[config.mk]
export PLATFORM = sky130hd
export DESIGN_NAME = prog_loader_flat
export DESIGN_NICKNAME = d
export VERILOG_FILES = /design/src/rtl/prog_loader_if.sv /design/src/rtl/prog_loader.sv /design/src/flat_wrapper.sv
export SDC_FILE = /design/constraint.sdc
export NUM_CORES = 1
export LEC_CHECK = 0
export BUFFER_PORTS_ARGS = -buffer_cell sky130_fd_sc_hd__buf_2
export CAP_MARGIN = 15
export CORE_UTILIZATION = 50
export DETAILED_ROUTE_END_ITERATION = 12
export PLACE_DENSITY = 0.76
export SYNTH_ARGS = -nofsm -noshare
export SYNTH_HDL_FRONTEND = slang
export SYNTH_SLANG_ARGS = --single-unit
[constraint.sdc]
create_clock -name clk -period 4.95 [get_ports clk]
set_clock_uncertainty 0.15 [all_clocks]
set_input_delay 0.2475 -clock clk [delete_from_list [all_inputs] [get_ports clk]]
set_output_delay 0.2475 -clock clk [all_outputs]
set_load 0.01 [all_outputs]
[src/rtl/prog_loader_if.sv]
// Stream-in / memory-write-out bundle for the program loader.
// Handshake: a byte moves from source to loader on a rising clk edge where
// in_valid && in_ready are both high; in_data must be stable while in_valid
// is high. The memory write ports have no ready: imem_we/dmem_we are
// single-cycle strobes and the memories must take the write that cycle.
interface prog_loader_if #(
  parameter int INST_ADDR_W = 8,
  parameter int DATA_ADDR_W = 8
) ();
  logic [7:0]             in_data;
  logic                   in_valid;
  logic                   in_ready;
  logic                   imem_we;
  logic [INST_ADDR_W-1:0] imem_addr;
  logic [31:0]            imem_wdata;
  logic                   dmem_we;
  logic [DATA_ADDR_W-1:0] dmem_addr;
  logic [63:0]            dmem_wdata;

  // Loader side: consumes the byte stream, drives the memory write ports.
  modport master (
    input  in_data, in_valid,
    output in_ready,
    output imem_we, imem_addr, imem_wdata,
    output dmem_we, dmem_addr, dmem_wdata
  );

  // Environment side: byte source plus the memories' write ports.
  modport slave (
    output in_data, in_valid,
    input  in_ready,
    input  imem_we, imem_addr, imem_wdata,
    input  dmem_we, dmem_addr, dmem_wdata
  );
endinterface

[src/rtl/prog_loader.sv]
// Byte-stream program loader: parses command frames, writes assembled
// little-endian words into instruction/data memory, and gates CPU reset
// (GO releases the core, HALT puts it back into reset).
module prog_loader #(
  parameter int INST_ADDR_W = 8,
  parameter int DATA_ADDR_W = 8
) (
  input  logic          clk,
  input  logic          rst_n,
  prog_loader_if.master bus,
  output logic          cpu_rst_n,
  output logic          busy,
  output logic          err,
  output logic [2:0]    o_dbg_state
);

  typedef enum logic [2:0] {
    S_IDLE    = 3'd0,
    S_CNT_LO  = 3'd1,
    S_CNT_HI  = 3'd2,
    S_ADR_LO  = 3'd3,
    S_ADR_HI  = 3'd4,
    S_PAYLOAD = 3'd5,
    S_RUN     = 3'd6
  } state_t;

  localparam logic [7:0] CMD_INST = 8'h01;
  localparam logic [7:0] CMD_DATA = 8'h02;
  localparam logic [7:0] CMD_GO   = 8'hFF;
  localparam logic [7:0] CMD_HALT = 8'h00;

  state_t                 r_state;
  state_t                 w_state_next;

  logic                   r_in_ready;
  logic                   r_tgt_data;   // 1: current frame targets data memory
  logic [15:0]            r_count;      // words still to be written
  logic [7:0]             r_adr_lo;
  logic [2:0]             r_lane;       // byte lane within the word being assembled
  logic [63:0]            r_asm;

  logic                   r_imem_we;
  logic [INST_ADDR_W-1:0] r_imem_addr;
  logic [31:0]            r_imem_wdata;
  logic                   r_dmem_we;
  logic [DATA_ADDR_W-1:0] r_dmem_addr;
  logic [63:0]            r_dmem_wdata;
  logic                   r_cpu_rst_n;
  logic                   r_busy;
  logic                   r_err;

  logic                   w_accept;
  logic                   w_frame_start;
  logic                   w_go;
  logic                   w_halt;
  logic                   w_bad;
  logic                   w_last_byte;
  logic [63:0]            w_asm_next;

  assign w_accept = bus.in_valid && r_in_ready;

  // State register.
  always_ff @(posedge clk) begin
    if (!rst_n) begin
      r_state <= S_IDLE;
    end else begin
      r_state <= w_state_next;
    end
  end

  // Next-state decode plus one-cycle event flags for the datapath.
  always_comb begin
    w_state_next  = r_state;
    w_frame_start = 1'b0;
    w_go          = 1'b0;
    w_halt        = 1'b0;
    w_bad         = 1'b0;
    w_last_byte   = 1'b0;
    if (w_accept) begin
      case (r_state)
        S_IDLE: begin
          if (bus.in_data == CMD_INST || bus.in_data == CMD_DATA) begin
            w_state_next  = S_CNT_LO;
            w_frame_start = 1'b1;
          end else if (bus.in_data == CMD_GO) begin
            w_state_next = S_RUN;
            w_go         = 1'b1;
          end else begin
            w_bad = 1'b1;
          end
        end
        S_CNT_LO: w_state_next = S_CNT_HI;
        S_CNT_HI: w_state_next = S_ADR_LO;
        S_ADR_LO: w_state_next = S_ADR_HI;
        S_ADR_HI: begin
          // A zero-length frame carries no payload at all.
          w_state_next = (r_count == 16'd0) ? S_IDLE : S_PAYLOAD;
        end
        S_PAYLOAD: begin
          w_last_byte = r_tgt_data ? (r_lane == 3'd7) : (r_lane[1:0] == 2'd3);
          // Leave on the final byte so the next command byte can be taken
          // during the final strobe cycle.
          if (w_last_byte && r_count == 16'd1) begin
            w_state_next = S_IDLE;
          end
        end
        S_RUN: begin
          if (bus.in_data == CMD_HALT) begin
            w_state_next = S_IDLE;
            w_halt       = 1'b1;
          end else begin
            w_bad = 1'b1;
          end
        end
        default: w_state_next = S_IDLE;
      endcase
    end
  end

  // Assembly register with the incoming byte dropped into its lane.
  always_comb begin
    w_asm_next = r_asm;
    w_asm_next[{r_lane, 3'b000} +: 8] = bus.in_data;
  end

  // Datapath: header capture, word assembly, write strobes, reset gating.
  always_ff @(posedge clk) begin
    if (!rst_n) begin
      r_in_ready   <= 1'b0;
      r_tgt_data   <= 1'b0;
      r_count      <= 16'd0;
      r_adr_lo     <= 8'd0;
      r_lane       <= 3'd0;
      r_asm        <= 64'd0;
      r_imem_we    <= 1'b0;
      r_imem_addr  <= '0;
      r_imem_wdata <= 32'd0;
      r_dmem_we    <= 1'b0;
      r_dmem_addr  <= '0;
      r_dmem_wdata <= 64'd0;
      r_cpu_rst_n  <= 1'b0;
      r_busy       <= 1'b0;
      r_err        <= 1'b0;
    end else begin
      r_in_ready <= 1'b1;
      r_imem_we  <= 1'b0;
      r_dmem_we  <= 1'b0;

      // Address and remaining count advance once the strobe has been seen.
      if (r_imem_we) begin
        r_imem_addr <= r_imem_addr + 1'b1;
      end
      if (r_dmem_we) begin
        r_dmem_addr <= r_dmem_addr + 1'b1;
      end
      if (r_imem_we || r_dmem_we) begin
        r_count <= r_count - 16'd1;
      end

      if (w_accept) begin
        case (r_state)
          S_IDLE: begin
            if (w_frame_start) begin
              r_tgt_data <= (bus.in_data == CMD_DATA);
            end
          end
          S_CNT_LO: r_count <= {8'h00, bus.in_data};
          S_CNT_HI: r_count[15:8] <= bus.in_data;
          S_ADR_LO: r_adr_lo <= bus.in_data;
          S_ADR_HI: begin
            if (r_tgt_data) begin
              r_dmem_addr <= DATA_ADDR_W'({bus.in_data, r_adr_lo});
            end else begin
              r_imem_addr <= INST_ADDR_W'({bus.in_data, r_adr_lo});
            end
            r_lane <= 3'd0;
            r_asm  <= 64'd0;
          end
          S_PAYLOAD: begin
            r_asm <= w_asm_next;
            if (w_last_byte) begin
              r_lane <= 3'd0;
              if (r_tgt_data) begin
                r_dmem_we    <= 1'b1;
                r_dmem_wdata <= w_asm_next;
              end else begin
                r_imem_we    <= 1'b1;
                r_imem_wdata <= w_asm_next[31:0];
              end
            end else begin
              r_lane <= r_lane + 3'd1;
            end
          end
          default: ;
        endcase
      end

      if (w_go) begin
        r_cpu_rst_n <= 1'b1;
      end else if (w_halt) begin
        r_cpu_rst_n <= 1'b0;
      end
      if (w_bad) begin
        r_err <= 1'b1;
      end
      r_busy <= (w_state_next != S_IDLE) && (w_state_next != S_RUN);
    end
  end

  assign bus.in_ready   = r_in_ready;
  assign bus.imem_we    = r_imem_we;
  assign bus.imem_addr  = r_imem_addr;
  assign bus.imem_wdata = r_imem_wdata;
  assign bus.dmem_we    = r_dmem_we;
  assign bus.dmem_addr  = r_dmem_addr;
  assign bus.dmem_wdata = r_dmem_wdata;
  assign cpu_rst_n      = r_cpu_rst_n;
  assign busy           = r_busy;
  assign err            = r_err;
  assign o_dbg_state    = r_state;

endmodule

[src/flat_wrapper.sv]
// flat-port wrapper written by rule: the top's interface ports become plain ports
module prog_loader_flat 
#(
  parameter int INST_ADDR_W = 8,
  parameter int DATA_ADDR_W = 8
)
  (clk, rst_n, cpu_rst_n, busy, err, o_dbg_state, bus_in_data, bus_in_valid, bus_in_ready, bus_imem_we, bus_imem_addr, bus_imem_wdata, bus_dmem_we, bus_dmem_addr, bus_dmem_wdata);
  prog_loader_if #(.INST_ADDR_W(INST_ADDR_W), .DATA_ADDR_W(DATA_ADDR_W)) bus_i ();
  input  logic clk;
  input  logic rst_n;
  output logic cpu_rst_n;
  output logic busy;
  output logic err;
  output logic [2:0] o_dbg_state;
  input wire logic [$bits(bus_i.in_data)-1:0] bus_in_data;
  input wire logic [$bits(bus_i.in_valid)-1:0] bus_in_valid;
  output wire logic [$bits(bus_i.in_ready)-1:0] bus_in_ready;
  output wire logic [$bits(bus_i.imem_we)-1:0] bus_imem_we;
  output wire logic [$bits(bus_i.imem_addr)-1:0] bus_imem_addr;
  output wire logic [$bits(bus_i.imem_wdata)-1:0] bus_imem_wdata;
  output wire logic [$bits(bus_i.dmem_we)-1:0] bus_dmem_we;
  output wire logic [$bits(bus_i.dmem_addr)-1:0] bus_dmem_addr;
  output wire logic [$bits(bus_i.dmem_wdata)-1:0] bus_dmem_wdata;
  assign bus_i.in_data = bus_in_data;
  assign bus_i.in_valid = bus_in_valid;
  assign bus_in_ready = bus_i.in_ready;
  assign bus_imem_we = bus_i.imem_we;
  assign bus_imem_addr = bus_i.imem_addr;
  assign bus_imem_wdata = bus_i.imem_wdata;
  assign bus_dmem_we = bus_i.dmem_we;
  assign bus_dmem_addr = bus_i.dmem_addr;
  assign bus_dmem_wdata = bus_i.dmem_wdata;
  prog_loader #(.INST_ADDR_W(INST_ADDR_W), .DATA_ADDR_W(DATA_ADDR_W)) u_core (.clk(clk), .rst_n(rst_n), .bus(bus_i), .cpu_rst_n(cpu_rst_n), .busy(busy), .err(err), .o_dbg_state(o_dbg_state));
endmodule
# Yosys cells after proc, flatten, opt, wreduce, memory -nomap -nowiden
# Index checks and enable logic that the tools add are counted.
# word_totals
regBits	213
input_bits	11
output_inout_bits	121
wordCells	100
# classes
n_addsub	5
eq_ne	13
n_shift	2
n_mux	46
bitwise	1
reduce_logical	17
# ops
op	count
$pmux 64 s2	1
$mux 8	9
$bwmux 64	1
$shift 8x8->64 const A	1
$shiftx 8x8->64	1
$mux 16	2
$mux 1	22
$mux 3	7
$pmux 3 s7	1
$add 8x1->8 const B	2
$eq 16x1->1 const B	1
$logic_not 16->1	1
$pmux 8 s2	1
$sub 16x1->16 const B	1
$eq 3x3->1 const B	4
$reduce_and 4->1	3
$eq 8x1->1 const B	1
$eq 8x2->1 const B	1
$eq 8x8->1 const B	1
$logic_not 8->1	1
$neg 6->8	1
$eq 3x2->1 const B	2
$pmux 3 s2	1
$reduce_and 2->1	2
12 further kinds	16

# Depth between registers and ports, before layout
# depth
ltp_word	8
ltp_mapped	11
mapped_depth_nobuf	9

# Worst setup path before layout
# No wires, ideal clock.
# synth_timing
path_type	register -> register
startpoint	register u_core.r_lane[0]
endpoint	register u_core.r_asm[42]
setup_time_ps	128
t_arrival_ps	2341
required_time_ps	4672
setup_slack_ps	2331
path_stages_with_launch	10
path_buffers	1
synth_period_minus_slack_ps	2619
cell_sequence	dfxtp_1 > clkbuf_1 > inv_1 > ha_1 > ha_1 > nor3b_1 > mux2i_1 > nor2_1 > a21oi_1 > nor2_1
# synth_via
elab_chain_cells	4
word_cells_on_any_way	5
cone_classes	add/sub (1); shift (2); mux (2)
# synth_rtl
element	line_no	source
start: declaration	prog_loader.sv:39	logic [2:0] r_lane;
start signal: assignment	prog_loader.sv:191	r_lane <= r_lane + 3'd1;
$neg 6->8 (*)	prog_loader.sv:123	w_asm_next[{r_lane, 3'b000} +: 8] = bus.in_data;
$shiftx 8x8->64 or $shift 8x8->64 (tied branches)	prog_loader.sv:123	
$bwmux 64 (*)	prog_loader.sv:123	
$pmux 64 s2 (*)	prog_loader.sv:161	case (r_state)
end signal: assignment	prog_loader.sv:180	r_asm <= w_asm_next;
end: declaration	prog_loader.sv:40	logic [63:0] r_asm;
# Mark *: on every way between the ends. The rest lies on a longest branch, timed or not.
# A chain may end at the register's enable or synchronous reset.

# Final worst setup path
# layout_timing
startpoint	register u_core.r_state[1], in the netlist u_core.o_dbg_state[1]
endpoint	register u_core.r_dmem_wdata[51], in the netlist u_core.bus.dmem_wdata[51]
# layout_via
elab_chain_cells	4
# layout_rtl
element	line_no	source
start: declaration	prog_loader.sv:32	state_t r_state;
start signal: assignment	prog_loader.sv:67	r_state <= w_state_next;
$eq 3x3->1 (*)	prog_loader.sv:80, prog_loader.sv:161	
$mux 1	prog_loader.sv:80	case (r_state)
$mux 1	prog_loader.sv:79	if (w_accept) begin
$reduce_and 4->1 (no line) (*)	n/a	
end signal: assignment	prog_loader.sv:185	r_dmem_wdata <= w_asm_next;
end: declaration	prog_loader.sv:47	logic [63:0] r_dmem_wdata;
# Marks and branches as above.

==> out/results.txt <==
Yosys cell types: 58
Post-route insts no fill: 1389
Drt pass-1 iters: 8
# DRC: 0
Cell Chain, Critical Path: and2b_1 -> and2_1 -> nand2_2 -> or3_2 -> buf_4 -> o21ai_1
YS warnings: 0
Yosys top cell area share: 48.49%
Netlist Area Pre-Place: 0.008793 sq mm
Worst EP required: 5.17 ns
Worst Reg2Reg Path Length in Cells: 6
CTS Sinks: 213
# placed instances: 1348
Number of synthesized flops with an enable pin: 0
Worst R2R Start: u_core.o_dbg_state[1]$_SDFF_PN0_
Synth Net Count: 1080
Power per Cell Area: 339.7 mW/mm^2
Tcrit/Tclk final: 69.53%
First-pass GRT wire length: 35560 um
Grt ovf: 0
CP peak stage delay: 0.72 ns
ANT nets after route: 0
Routability Congestion: 0.8834
CTS tree: yes
Setup Viol. Count Final: 0
Slowest cell on the critical path: dfxtp_1
Max Cap Viol: 0
Sw frac: 22.02%
Crit path arrival time: 3.66 ns
Hold buffer count at cts: 1
FP Rows: 48
Maximum root-to-sink buffer count: 3
Static leakage: 4.063 nW
Top FF cell, synth: dfxtp_1
Syn_area_per_cell: 8.311 sq um
Ys async rst share: 0%
IO Count: 132
Num CTS Buffers: 22
Multi-input logic area: 0.004153 sq mm
Setup TNS: 0 ns
Pint: 2.703 mW
Number of fill cells: 1540
Die width: 134.6 um
Top post-synthesis cells by area: dfxtp_1, nand2_1, nor2_1
Via density: 5.557
Slew headroom: 31.26%
Crit path buf inv count: 1
Final Max Tran Viols: 0
Flip-flop and latch area: 0.004264 sq mm
Via count of the first global-routing pass: 6892
Clock Power Share: 47.6%
Drt initial violations: 693
Max Fclk: 290.6 MHz
Crit path launch: u_core.o_dbg_state[1]$_SDFF_PN0_
Post_cts resized: 0
RSZ-0062 raised after global routing: false
Sequential area share after synthesis: 48.49%
Initial antenna violation count: 0
NetSw: 0.7633 mW
DIE AREA: 0.01812 sq mm
Cell area after placement: 0.009463 sq mm
Crit path depth: 6
Status: finished, final reports clean
Most frequent cells after synthesis: dfxtp_1, nand2_1, nor2_1
Starting Density: 51.02%
Layout cells sized above 1: 16.75%
Setup repair bufs after CTS: 0
Register bit total from synthesis: 213
Worst hold path depth: 4
Worst path top cell family by delay: simple AND/OR/NAND/NOR gates
Clock root cell: clkbuf_16
Worst Path Class, Setup: reg -> reg
Tmin final: 3.442 ns
H-Tree Depth: 1
Largest area contributor in the netlist: dfxtp_1
Largest net degree at the start of global routing: 100
Overall routing resource usage: 24.33%
Hold Startpoint: bus_in_valid
Design Area, Final: 0.01020 sq mm
Least-Margin Pin Slew: 1.031 ns
Worst vdd ir: 0.0002223 V
Nets@finish: 1170
Seq pwr share: 49.8%
Final hold viol count: 0
Diode count: 0
Synthesized netlist cell count: 1058
Via count: 7718
Final HPWL DP: 14360 um
Wire per inst: 16.05 um
Clock Latency Late Sink: 0.51 ns
CP max FO: 45
Crit. End Element: flip-flop
Most common cell in the synthesized netlist: dfxtp_1
I/O Buffers: 131
Clock transition at the registers of the reported paths: 0.07 ns
Critical Path Start Type: flip-flop
Proportion of power drawn by combinational gates: 2.7%
Area added between synthesis and finish: 16.02%
Core area: 0.01724 sq mm
Hold/Removal Path Class: in -> reg
Die H: 134.6 um
Total wire length: 22300 um
Total chip power: 3.466 mW
-- final cells by class --
type,instances,area share [%]
Clock inverter,11,0.8953
Inverter,11,0.4047
Sequential cell,213,41.80
Tap cell,225,2.759
Clock buffer,29,6.255
Timing Repair Buffer,141,7.187
Multi-Input combinational cell,759,40.70
-- worst min-delay path, stage by stage --
cell,delay (ns)
buf_2,0.09
nand2_1,0.08
a21oi_1,0.13
a21oi_1,0.09
-- registers in the layout, indices dropped and copies added (netlist names) --
signal and cells:
u_core.bus.imem_addr 8, u_core.busy 1, u_core.o_dbg_state 3, u_core.bus.in_ready 1
u_core.bus.dmem_we 1, u_core.r_count 16, u_core.err 1, u_core.bus.dmem_addr 8
u_core.r_lane 3, u_core.cpu_rst_n 1, u_core.bus.dmem_wdata 64, u_core.bus.imem_we 1
u_core.r_tgt_data 1, u_core.r_asm 64, u_core.r_adr_lo 8, u_core.bus.imem_wdata 32
-- worst paths after layout --
path | end | slack [ns]
min reg2reg | u_core.bus.imem_wdata[3]$_SDFFE_PN0P_ | 0.29
max | u_core.bus.dmem_wdata[51]$_SDFFE_PN0P_ | 1.51
max reg2reg | u_core.bus.dmem_wdata[51]$_SDFFE_PN0P_ | 1.51
min | u_core.o_dbg_state[0]$_SDFF_PN0_ | 0.04
-- logic make-up after synthesis --
logic type | after synthesis | synth area share, %
and+or+nand+nor | 418 | 20.86
buffers and inverters | 86 | 4.311
DFF | 213 | 48.49
adders and majority gates | 11 | 1.565
AOI/OAI and AO/OA | 271 | 18.47
xor gates and xnor gates | 30 | 2.988
muxes | 29 | 3.315
-- stage by stage --
stage	hold WS (ns)	utilization (%)	setup WS, ns
floorplan	0.1252	-	2.331
global placement	0.2778	54.90	1.579
detailed placement	0.2861	54.90	1.524
CTS	0.02330	59.19	1.494
global route	0.05730	59.19	1.310
finish	0.04035	59.19	1.508
-- cells in the final DEF (no fill, tap or decap), drive strengths merged, types with 4 or more instances in the layout --
cell / instances
dfxtp: 213
o21ai: 115
or3: 6
a21oi: 66
and2: 20
clkbuf: 29
mux2i: 28
or4: 4
a32oi: 14
ha: 11
nor2: 153
and3: 9
nor4: 4
nor3b: 4
xor2: 18
inv: 11
a22oi: 20
xnor2: 12
a211oi: 24
a2bb2oi: 15
buf: 140
nand3: 18
clkinv: 10
nand4: 8
nand2: 175
nor3: 7
-- metal layers --
layer | global-route usage [%] | vias to the layer above | routed length (um)
met5 | 0 | - | 0
met4 | 8.240 | 0 | 398
met1 | 34.23 | 3593 | 10250
met2 | 38.14 | 282 | 10060
li1 | - | 3811 | -
met3 | 3.641 | 32 | 1591
-- power by group through the flow --
stage          Combinational, mW  Sequential [mW]  Clock [mW]
6_report                  0.0927             1.72        1.65
5_1_grt                   0.0995             1.72        1.74
4_1_cts                   0.0914             1.72        1.67
3_5_place_dp              0.0902             1.76           0
3_3_place_gp              0.0897             1.76           0
2_1_floorplan             0.0623             1.76           0
(Power assumes the default switching activity.)
